## src/rtl/tap_loader_if.sv

```systemverilog
// tap_loader_if: ioctl download stream from hps_io plus the write port toward the RAM arbiter.
// The loader sits on the slave side; the master side is hps_io together with the arbiter.
interface tap_loader_if;
    logic        ioctl_download;
    logic [7:0]  ioctl_index;
    logic        ioctl_wr;
    logic [24:0] ioctl_addr;
    logic [7:0]  ioctl_data;
    logic        ioctl_wait;
    logic        mem_req;
    logic        mem_gnt;
    logic [15:0] mem_addr;
    logic [7:0]  mem_data;

    modport master (
        output ioctl_download, ioctl_index, ioctl_wr, ioctl_addr, ioctl_data, mem_gnt,
        input  ioctl_wait, mem_req, mem_addr, mem_data
    );

    modport slave (
        input  ioctl_download, ioctl_index, ioctl_wr, ioctl_addr, ioctl_data, mem_gnt,
        output ioctl_wait, mem_req, mem_addr, mem_data
    );
endinterface

```

## src/rtl/tap_loader.sv

```systemverilog
// tap_loader: parses a KC85/4 TAP download and writes its payload into main memory.
// Define TAP_AUTOSTART_EN to emit an exec_req pulse with the parsed start address.
module tap_loader #(
    parameter logic [7:0] TAP_INDEX = 8'd1
) (
    input  logic        clk_sys,
    input  logic        reset,
    tap_loader_if.slave bus,
    output logic        busy,
    output logic        done,
    output logic        error,
    output logic        exec_req,
    output logic [15:0] exec_addr
);
    typedef enum logic [2:0] {IDLE, FHDR, BLKNUM, KCCHDR, DATA, WRITE, DONE, ERROR} state_t;

    state_t      state_reg, state_next;
    logic [6:0]  pos_reg, pos_next;
    logic        first_blk_reg, first_blk_next;
    logic        last_reg, last_next;
    logic [7:0]  args_reg, args_next;
    logic [15:0] load_reg, load_next;
    logic [15:0] end_reg, end_next;
    logic [15:0] start_reg, start_next;
    logic [15:0] cur_reg, cur_next;
    logic [15:0] mem_addr_reg, mem_addr_next;
    logic [7:0]  mem_data_reg, mem_data_next;
    logic        mem_req_reg, wait_reg, busy_reg, done_reg, error_reg;
    logic        dl_prev_reg;

    logic byte_wr, dl_start;
    assign byte_wr  = bus.ioctl_wr && (bus.ioctl_index == TAP_INDEX);
    assign dl_start = bus.ioctl_download && (bus.ioctl_index == TAP_INDEX);

    always_comb begin
        state_next     = state_reg;
        pos_next       = pos_reg;
        first_blk_next = first_blk_reg;
        last_next      = last_reg;
        args_next      = args_reg;
        load_next      = load_reg;
        end_next       = end_reg;
        start_next     = start_reg;
        cur_next       = cur_reg;
        mem_addr_next  = mem_addr_reg;
        mem_data_next  = mem_data_reg;
        case (state_reg)
            IDLE: begin
                if (dl_start) begin
                    state_next     = FHDR;
                    pos_next       = 7'd0;
                    first_blk_next = 1'b1;
                end
            end
            DONE, ERROR: begin
                if (dl_start && !dl_prev_reg) begin
                    state_next     = FHDR;
                    pos_next       = 7'd0;
                    first_blk_next = 1'b1;
                end
            end
            WRITE: begin
                // Stray ioctl_wr strobes here are ignored; hps_io is stalled by ioctl_wait.
                if (bus.mem_gnt) begin
                    cur_next = cur_reg + 16'd1;
                    if (!bus.ioctl_download)
                        state_next = ERROR;
                    else if (last_reg)
                        state_next = BLKNUM;
                    else
                        state_next = DATA;
                end
            end
            default: begin
                if (byte_wr && bus.ioctl_addr == 25'd0) begin
                    // Offset 0 always carries the magic byte, so it restarts header parsing.
                    pos_next       = 7'd1;
                    first_blk_next = 1'b1;
                    state_next     = (bus.ioctl_data == 8'hC3) ? FHDR : ERROR;
                end else if (!bus.ioctl_download) begin
                    if ((state_reg == DATA || state_reg == BLKNUM) && cur_reg == end_reg)
                        state_next = DONE;
                    else
                        state_next = ERROR;
                end else if (byte_wr) begin
                    case (state_reg)
                        FHDR: begin
                            pos_next = pos_reg + 7'd1;
                            if (pos_reg == 7'd0 && bus.ioctl_data != 8'hC3)
                                state_next = ERROR;
                            else if (pos_reg == 7'd15)
                                state_next = BLKNUM;
                        end
                        BLKNUM: begin
                            pos_next   = 7'd0;
                            state_next = first_blk_reg ? KCCHDR : DATA;
                        end
                        KCCHDR: begin
                            pos_next = pos_reg + 7'd1;
                            case (pos_reg)
                                7'd16: args_next        = bus.ioctl_data;
                                7'd17: load_next[7:0]   = bus.ioctl_data;
                                7'd18: load_next[15:8]  = bus.ioctl_data;
                                7'd19: end_next[7:0]    = bus.ioctl_data;
                                7'd20: end_next[15:8]   = bus.ioctl_data;
                                7'd21: start_next[7:0]  = bus.ioctl_data;
                                7'd22: start_next[15:8] = bus.ioctl_data;
                                default: ;
                            endcase
                            if (pos_reg == 7'd127) begin
                                cur_next       = load_reg;
                                first_blk_next = 1'b0;
                                state_next     = BLKNUM;
                            end
                        end
                        DATA: begin
                            pos_next = pos_reg + 7'd1;
                            if (cur_reg != end_reg) begin
                                mem_addr_next = cur_reg;
                                mem_data_next = bus.ioctl_data;
                                last_next     = (pos_reg == 7'd127);
                                state_next    = WRITE;
                            end else if (pos_reg == 7'd127) begin
                                state_next = BLKNUM;
                            end
                        end
                        default: ;
                    endcase
                end
            end
        endcase
    end

    always_ff @(posedge clk_sys) begin
        if (reset) begin
            state_reg     <= IDLE;
            pos_reg       <= 7'd0;
            first_blk_reg <= 1'b0;
            last_reg      <= 1'b0;
            args_reg      <= 8'd0;
            load_reg      <= 16'd0;
            end_reg       <= 16'd0;
            start_reg     <= 16'd0;
            cur_reg       <= 16'd0;
            mem_addr_reg  <= 16'd0;
            mem_data_reg  <= 8'd0;
            mem_req_reg   <= 1'b0;
            wait_reg      <= 1'b0;
            busy_reg      <= 1'b0;
            done_reg      <= 1'b0;
            error_reg     <= 1'b0;
            dl_prev_reg   <= 1'b0;
        end else begin
            state_reg     <= state_next;
            pos_reg       <= pos_next;
            first_blk_reg <= first_blk_next;
            last_reg      <= last_next;
            args_reg      <= args_next;
            load_reg      <= load_next;
            end_reg       <= end_next;
            start_reg     <= start_next;
            cur_reg       <= cur_next;
            mem_addr_reg  <= mem_addr_next;
            mem_data_reg  <= mem_data_next;
            mem_req_reg   <= (state_next == WRITE);
            wait_reg      <= (state_next == WRITE);
            busy_reg      <= !(state_next == IDLE || state_next == DONE || state_next == ERROR);
            done_reg      <= (state_next == DONE);
            error_reg     <= (state_next == ERROR);
            dl_prev_reg   <= bus.ioctl_download;
        end
    end

`ifdef TAP_AUTOSTART_EN
    logic        exec_req_reg;
    logic [15:0] exec_addr_reg;
    logic        done_entry;
    assign done_entry = (state_next == DONE) && (state_reg != DONE);

    always_ff @(posedge clk_sys) begin
        if (reset) begin
            exec_req_reg  <= 1'b0;
            exec_addr_reg <= 16'd0;
        end else begin
            exec_req_reg <= done_entry && (args_reg >= 8'd3);
            if (done_entry)
                exec_addr_reg <= (args_reg >= 8'd3) ? start_reg : 16'd0;
        end
    end

    assign exec_req  = exec_req_reg;
    assign exec_addr = exec_addr_reg;
`else
    logic unused_parse;
    assign unused_parse = ^{start_reg, args_reg};
    assign exec_req     = 1'b0;
    assign exec_addr    = 16'd0;
`endif

    assign bus.ioctl_wait = wait_reg;
    assign bus.mem_req    = mem_req_reg;
    assign bus.mem_addr   = mem_addr_reg;
    assign bus.mem_data   = mem_data_reg;
    assign busy           = busy_reg;
    assign done           = done_reg;
    assign error          = error_reg;
endmodule

```

## src/flat_wrapper.sv

```systemverilog
// flat-port wrapper written by rule: the top's interface ports become plain ports
module tap_loader_flat 
#(
    parameter logic [7:0] TAP_INDEX = 8'd1
)
  (clk_sys, reset, busy, done, error, exec_req, exec_addr, bus_ioctl_download, bus_ioctl_index, bus_ioctl_wr, bus_ioctl_addr, bus_ioctl_data, bus_mem_gnt, bus_ioctl_wait, bus_mem_req, bus_mem_addr, bus_mem_data);
  tap_loader_if bus_i ();
  input  logic clk_sys;
  input  logic reset;
  output logic busy;
  output logic done;
  output logic error;
  output logic exec_req;
  output logic [15:0] exec_addr;
  input wire logic [$bits(bus_i.ioctl_download)-1:0] bus_ioctl_download;
  input wire logic [$bits(bus_i.ioctl_index)-1:0] bus_ioctl_index;
  input wire logic [$bits(bus_i.ioctl_wr)-1:0] bus_ioctl_wr;
  input wire logic [$bits(bus_i.ioctl_addr)-1:0] bus_ioctl_addr;
  input wire logic [$bits(bus_i.ioctl_data)-1:0] bus_ioctl_data;
  input wire logic [$bits(bus_i.mem_gnt)-1:0] bus_mem_gnt;
  output wire logic [$bits(bus_i.ioctl_wait)-1:0] bus_ioctl_wait;
  output wire logic [$bits(bus_i.mem_req)-1:0] bus_mem_req;
  output wire logic [$bits(bus_i.mem_addr)-1:0] bus_mem_addr;
  output wire logic [$bits(bus_i.mem_data)-1:0] bus_mem_data;
  assign bus_i.ioctl_download = bus_ioctl_download;
  assign bus_i.ioctl_index = bus_ioctl_index;
  assign bus_i.ioctl_wr = bus_ioctl_wr;
  assign bus_i.ioctl_addr = bus_ioctl_addr;
  assign bus_i.ioctl_data = bus_ioctl_data;
  assign bus_i.mem_gnt = bus_mem_gnt;
  assign bus_ioctl_wait = bus_i.ioctl_wait;
  assign bus_mem_req = bus_i.mem_req;
  assign bus_mem_addr = bus_i.mem_addr;
  assign bus_mem_data = bus_i.mem_data;
  tap_loader #(.TAP_INDEX(TAP_INDEX)) u_core (.clk_sys(clk_sys), .reset(reset), .bus(bus_i), .busy(busy), .done(done), .error(error), .exec_req(exec_req), .exec_addr(exec_addr));
endmodule
```

## config.mk

```make
export PLATFORM = sky130hd
export DESIGN_NAME = tap_loader_flat
export DESIGN_NICKNAME = d
export VERILOG_FILES = /design/src/rtl/tap_loader_if.sv /design/src/rtl/tap_loader.sv /design/src/flat_wrapper.sv
export SDC_FILE = /design/constraint.sdc
export NUM_CORES = 1
export LEC_CHECK = 0
export ABC_CLOCK_PERIOD_IN_PS = 8200
export CORE_MARGIN = 5
export CORE_UTILIZATION = 35
export CTS_CLUSTER_DIAMETER = 150
export DETAILED_ROUTE_END_ITERATION = 7
export PLACE_DENSITY = 0.69
export SLEW_MARGIN = 30
export SYNTH_ARGS = -nofsm -noshare
export SYNTH_HDL_FRONTEND = slang
export SYNTH_SLANG_ARGS = --single-unit
```

## constraint.sdc

```tcl
create_clock -name clk_sys -period 8.2 [get_ports clk_sys]
set_clock_uncertainty 0.1 [all_clocks]
set_input_delay 2.46 -clock clk_sys [delete_from_list [all_inputs] [get_ports clk_sys]]
set_output_delay 2.46 -clock clk_sys [all_outputs]
set_load 0.02 [all_outputs]
```

==> results of run 1 <==
## where the power goes
group          switching (uW)  leakage, uW  internal, uW
logic                     160      0.00102           119
clock network             164     0.000153           261
registers                42.5     0.000718           447
## layer usage
| metal | vias to the layer above | wire [um] | track usage, % |
|---|---|---|---|
| li1 | 2154 | - | - |
| met1 | 2036 | 6100 | 22.8 |
| met2 | 157 | 5830 | 24.8 |
| met3 | 16 | 851 | 4.16 |
| met4 | 0 | 224 | 4.79 |
| met5 | - | 0 | 0 |
## cells in the final DEF, fill, tap and decap left out, types with 3 or more instances in the layout
cell	n
dfxtp_1	89
clkdlybuf4s50_1	73
nand2_1	63
nor2_1	58
a21oi_1	49
nand3_1	39
mux2i_1	35
o21ai_0	24
xnor2_1	20
conb_1	17
nand4_1	13
a211oi_1	11
nor3_1	10
inv_1	9
clkbuf_16	9
nand2b_1	6
o22ai_1	6
nor4_1	5
ha_1	5
and3_1	4
o31ai_1	4
buf_4	4
nor2b_1	3
and2_1	3
o22a_1	3
a31o_1	3
a21o_1	3
nand3b_1	3
o21a_1	3
a2111oi_2	3
clkbuf_8	3
## worst min path at each step
stage,startpoint,slack [ns],end
2_1_floorplan,u_core.load_reg[15],0.33,u_core.load_reg[15]
3_3_place_gp,u_core.load_reg[7],0.35,u_core.load_reg[7]
3_5_place_dp,u_core.load_reg[13],0.36,u_core.load_reg[13]
4_1_cts,u_core.load_reg[13],0.37,u_core.load_reg[13]
5_1_grt,u_core.load_reg[9],0.39,u_core.load_reg[9]
6_report,u_core.load_reg[7],0.37,u_core.load_reg[7]
## per-stage QoR
stage	worst slack (ns)	power, uW	util [%]	hold slack (ns)	std cells
after CTS	3.25	1200	43.7	0.365	809
after floorplan	3.89	693	-	0.333	595
final	3.38	1190	43.7	0.367	809
after global placement	3.03	770	41.4	0.347	793
after global routing	3.20	1260	43.7	0.393	809
after detailed placement	2.90	771	41.4	0.356	793
## cell families (layout without fill, tap and decap cells)
kind of cell,count (synthesis),in the layout,share of synthesized area [%]
other cells,1,17,0.0784
buf+inv,65,103,7.22
fa+ha+maj,5,5,1.31
compound gates,137,137,19.2
xor+xnor,20,20,3.66
mux,35,35,7.32
simple gates,227,227,24.0
flops,89,89,37.2
## worst max-delay path, stage by stage
cell,delay [ns]
clkdlybuf4s50_1,0.81
nor2b_1,0.24
nand4_1,0.20
a2111oi_4,0.42
buf_4,0.33
nand2_1,0.24
nand2_1,0.13
a21oi_1,0.07
## final cells by class
type / count / area share [%]
multi-input combinational: 441 / 46.7
sequential: 89 / 30.5
timing repair buffer: 78 / 13.1
clock buffer: 14 / 4.69
tap: 176 / 3.77
clock inverter: 2 / 0.600
inverter: 9 / 0.579
## synthesized netlist by cell type, types with 4 or more instances
master and number:
dfxtp_1 89, nand2_1 63, nor2_1 58, a21oi_1 49
nand3_1 39, mux2i_1 35, o21ai_0 24, clkbuf_1 23
xnor2_1 20, buf_4 19, nand4_1 13, buf_2 12
a211oi_1 11, nor3_1 10, inv_1 9, nand2b_1 6
o22ai_1 6, ha_1 5, nor4_1 5, and3_1 4
o31ai_1 4
==> results by group, run 1 <==
Layout
  – P&R area growth vs syn: 22.0%
  – Diode count: 0
  – Register area: 0.00178 mm^2
  – Layout Cell Area excl Fill: 0.00584 mm^2
  – Fillers: around 1300
  – Area of the multi-input gates: between 0.002 and 0.003 mm^2
  – Nets: roughly 680
  – Fraction of layout instances using a drive strength above 1: between 6 and 7%

Setup path
  – FF-to-FF path depth: 7
  – R2R Path Start: u_core.pos_reg[0]
  – Worst Path Required: between 8 and 9 ns
  – Critical path class: primary input to register
  – Origin of the worst setup path: bus_ioctl_download
  – CP endpoint kind: register
  – Worst EP arrival: ~5 ns
  – Capture point of the worst reg-to-reg path: u_core.cur_reg[8]
  – Startpoint Class: primary input
  – Worst-path maximum fanout: 27
  – Worst Setup EP: u_core.load_reg[4]
  – R2R setup slack: 5.09 ns

GRT
  – Initial antenna violation count: 0
  – GRT Overall Usage: 16.3%
  – Largest net degree at the start of global routing: 83
  – Gr ovfl total: 0
  – Global-route wire length before repair: approximately 21000 um
  – Vias in the first global route: 4148

STA
  – Setup Total Neg Slack: 0 ns
  – Final Cycle Share: roughly three fifths
  – # setup viols final: 0
  – FMAX: slightly above 0.2 GHz
  – RSZ-0062 raised after global routing: false
  – Hold Vio Cnt, Final: 0
  – Worst Max-Slew Pin Slew: between 0.8 and 0.9 ns
  – Tmin final: 4.82 ns
  – Max-slew violations: 0
  – Relative slew slack: between 40% and 50%

Synth
  – Avg Cell Area, Syn: 8.27 um^2
  – Synthesis Warnings: 0
  – Cell Area, Synth: about 0.0048 mm^2
  – Yosys top cell area share: around 37%
  – Area leader, netlist: dfxtp_1
  – Largest cells by area after synthesis: dfxtp_1 (37%), mux2i_1 (7.3%), a21oi_1 (5.1%)
  – Sequential cell area fraction in the yosys report: between 30% and 40%
  – Library cells used by synthesis: 65
  – EDFF count, synth: 0
  – Mapped Cells: 579
  – Asr flop ratio synth: 0%
  – Ys flop type: dfxtp_1
  – Yosys reg bits: between 80 and 90

Routing
  – WL/cell: between 15 and 20 um
  – Iter 0 DRT Violations: 471
  – Pre-antenna DRT Iters: 5
  – Drt via density: approximately 5.4
  – Final ANT Viol Nets: 0
  – DRC: 0
  – Via count: ~4400
  – WL final: 13000 um

Clocking
  – H-tree depth: 3
  – Clock Sinks: 89
  – Root buf cell: clkbuf_16
  – Setup Buffers After CTS: 0
  – Resize count post-CTS: 0
  – Clock buffer depth: 2
  – Worst-skew pair later-pin latency: approximately 0.34 ns
  – CTS Hold Bufs: 0
  – Clock transition at the registers of the reported paths: roughly 0.060 ns
  – Clock buffer count from CTS: 9
  – CTS tree: built

Outcome
  – Status: completed

Pwr
  – VDD IR max: between 0.0001 and 0.00015 V
  – PD cells: between 200 and 250 mW/mm^2
  – Leakage power: roughly 0.0019 uW

Floorplan
  – Die height: between 100 and 150 um
  – Chip width: about 130 um
  – Initial Util: between 30% and 40%
  – Core outline area: 0.0133 mm^2
  – # rows: 42
  – Boundary Pins: 92
  – Die ar.: 0.0161 mm^2

Placement
  – Placed Area: approximately 0.0055 mm^2
  – Gpl congestion: 0.914
  – Post-DP HPWL: between 9000 and 10000 um
  – Port Buf Inserts: 74

Worst hold path
  – Hold Crit Class: register to register
  – Min-Delay Path Depth: 2

Flow run
  – Max_cap viols: 0
Power figures use the tool's default switching activity.
==> inputs of run 2 (changes only) <==
- ABC_CLOCK_PERIOD_IN_PS: 8200 -> 5050
- clock period: 8.2 -> 5.05 ns (I/O delays scaled with it)
==> run 2 against run 1 <==
Compared with the run above: global-route usage shrank 0.32 points; utilization shrank 0.16 points; worst setup slack lost 2.4 ns; first-iteration DRC count shrank 18%; power grew 58%.
==> results by group, run 2 (synthesis gave the netlist of run 1 again) <==
Outcome
  – Status: completed

Floorplan
  – Core outline area: approximately 0.013 mm^2
  – Die height: between 100 and 150 um
  – # rows: between 40 and 50
  – Boundary Pins: 92
  – Chip width: ~130 um
  – Initial Util: a little over a third
  – Die ar.: between 0.015 and 0.02 mm^2

Placement
  – Worst slack at placement: about 0.69 ns
  – Port Buf Inserts: 74
  – Post-DP HPWL: 9440 um
  – Gpl congestion: between 0.9 and 1
  – Placed Area: around 0.0055 mm^2

Layout
  – Layout Cell Area excl Fill: just under 0.006 mm^2
  – P&R area growth vs syn: 21.5%
  – Nets: 680
  – Diode count: 0
  – Commonest non-fill, non-tap cells in the layout: dfxtp_1 (89), clkdlybuf4s50_1 (73), nand2_1 (63), nor2_1 (58), a21oi_1 (49)
  – Fraction of layout instances using a drive strength above 1: approximately 6.5%
  – Most common cell after layout, fill and taps aside: dfxtp_1
  – Fillers: between 1000 and 1500

Setup path
  – Startpoint Class: primary input
  – R2R Path Start: u_core.pos_reg[0]
  – CP max-delay cell: o22ai_2
  – Worst EP arrival: about 4.2 ns
  – Worst Path Required: 5.20 ns
  – Origin of the worst setup path: bus_ioctl_index[5]
  – Crit path largest cell delay: roughly 0.8 ns
  – Worst path bufs/invs: 1
  – Worst-path cell chain: clkdlybuf4s50_1 -> nor4_2 -> and3_1 -> o21ai_2 -> o22ai_2 -> a21oi_1 -> a211oi_1
  – Critical path's top delay family: compound AO/OA/AOI/OAI gates
  – Worst-path maximum fanout: 24
  – CP endpoint kind: register
  – Critical path class: primary input to register

Routing
  – Drt via density: ~5.4
  – Iter 0 DRT Violations: roughly 390
  – WL final: between 10000 and 15000 um
  – WL/cell: approximately 16 um
  – DRC: 0
  – Final ANT Viol Nets: 0
  – Pre-antenna DRT Iters: 5
  – Via count: around 4400

STA
  – FMAX: approximately 0.25 GHz
  – Final worst slack: between 1 and 1.5 ns
  – # setup viols final: 0
  – Max-slew violations: 0
  – Hold Vio Cnt, Final: 0
  – Worst Max-Slew Pin Slew: 0.928 ns
  – RSZ-0062 raised after global routing: false
  – Setup Total Neg Slack: 0 ns
  – Final Cycle Share: between 70% and 80%
  – Relative slew slack: a little under two fifths
  – Tmin final: just over 4 ns

Clocking
  – CTS tree: built
  – Resize count post-CTS: 0
  – Root buf cell: clkbuf_16
  – Clock buffer depth: 2
  – Clock transition at the registers of the reported paths: 0.07 ns
  – Clock buffer count from CTS: 9
  – Clock Sinks: between 80 and 90
  – Setup Buffers After CTS: 0
  – H-tree depth: 3
  – Worst-skew pair later-pin latency: roughly 0.35 ns
  – CTS Hold Bufs: 0

Pwr
  – PD cells: about 320 mW/mm^2
  – VDD IR max: ~0.00016 V
  – Leakage power: about 0.0019 uW

GRT
  – Global-route wire length before repair: 21100 um
  – GRT Overall Usage: around 16%
  – Vias in the first global route: roughly 4000
  – Largest net degree at the start of global routing: 44
  – Initial antenna violation count: 0
  – Gr ovfl total: 0

Worst hold path
  – HP Start: u_core.load_reg[7]
  – Hold Crit Class: register to register

Flow run
  – Max_cap viols: 0
[run 2: cell types whose count changed in the layout (fill, tap and decap cells not counted)]
cell	change
buf_4	+1
bufinv_16	-1
clkbuf_1	-2
clkbuf_8	-2
clkinv_4	+3
inv_6	+2
o22ai_2	+1
o22ai_4	-1
[run 2: worst min-delay path, delay by kind of cell, from the launching register on]
kind,cells,cell delay (ns)
DFF,1,0.31
and+or+nand+nor,1,0.05
AOI/OAI and AO/OA,1,0.05
[run 2: metrics by stage]
stage | instances | power (uW) | utilization (%) | hold WS, ns
after floorplan | 595 | 1130 | - | 0.333
after global placement | 794 | 1250 | 41.4 | 0.348
after detailed placement | 794 | 1250 | 41.4 | 0.354
after CTS | 810 | 1890 | 43.6 | 0.364
after global routing | 810 | 1970 | 43.6 | 0.381
final | 810 | 1890 | 43.6 | 0.364
[run 2: area by class of cell]
type	count	area (um^2)	share of cell area, %
clock buffer	10	239	4.11
clock inverter	6	48.8	0.839
multi-input combinational	441	2720	46.8
timing repair buffer	79	773	13.3
sequential	89	1780	30.6
tap	176	220	3.79
inverter	9	33.8	0.581
[run 2: routing by layer]
metal  GRT usage [%]  share of wire [%]  up-vias
met5               0                  0        -
met4            5.43                1.3        0
met3            3.32                5.7       12
met2            24.8                 45      164
met1            22.2                 48     2043
li1                -                  -     2151
[run 2: worst paths after layout]
kind,endpoint,slack [ns],depth (start not counted)
setup / recovery,u_core.cur_reg[6],1.02,7
hold / removal,u_core.load_reg[7],0.36,2
setup reg to reg,u_core.cur_reg[6],1.74,7
hold reg to reg,u_core.load_reg[7],0.36,2
[run 2: power by group]
group	leakage [uW]	total (uW)	switching (uW)	internal (uW)
clock	0.000143	637	286	352
sequential	0.000718	795	70.0	725
combinational	0.00102	455	262	193
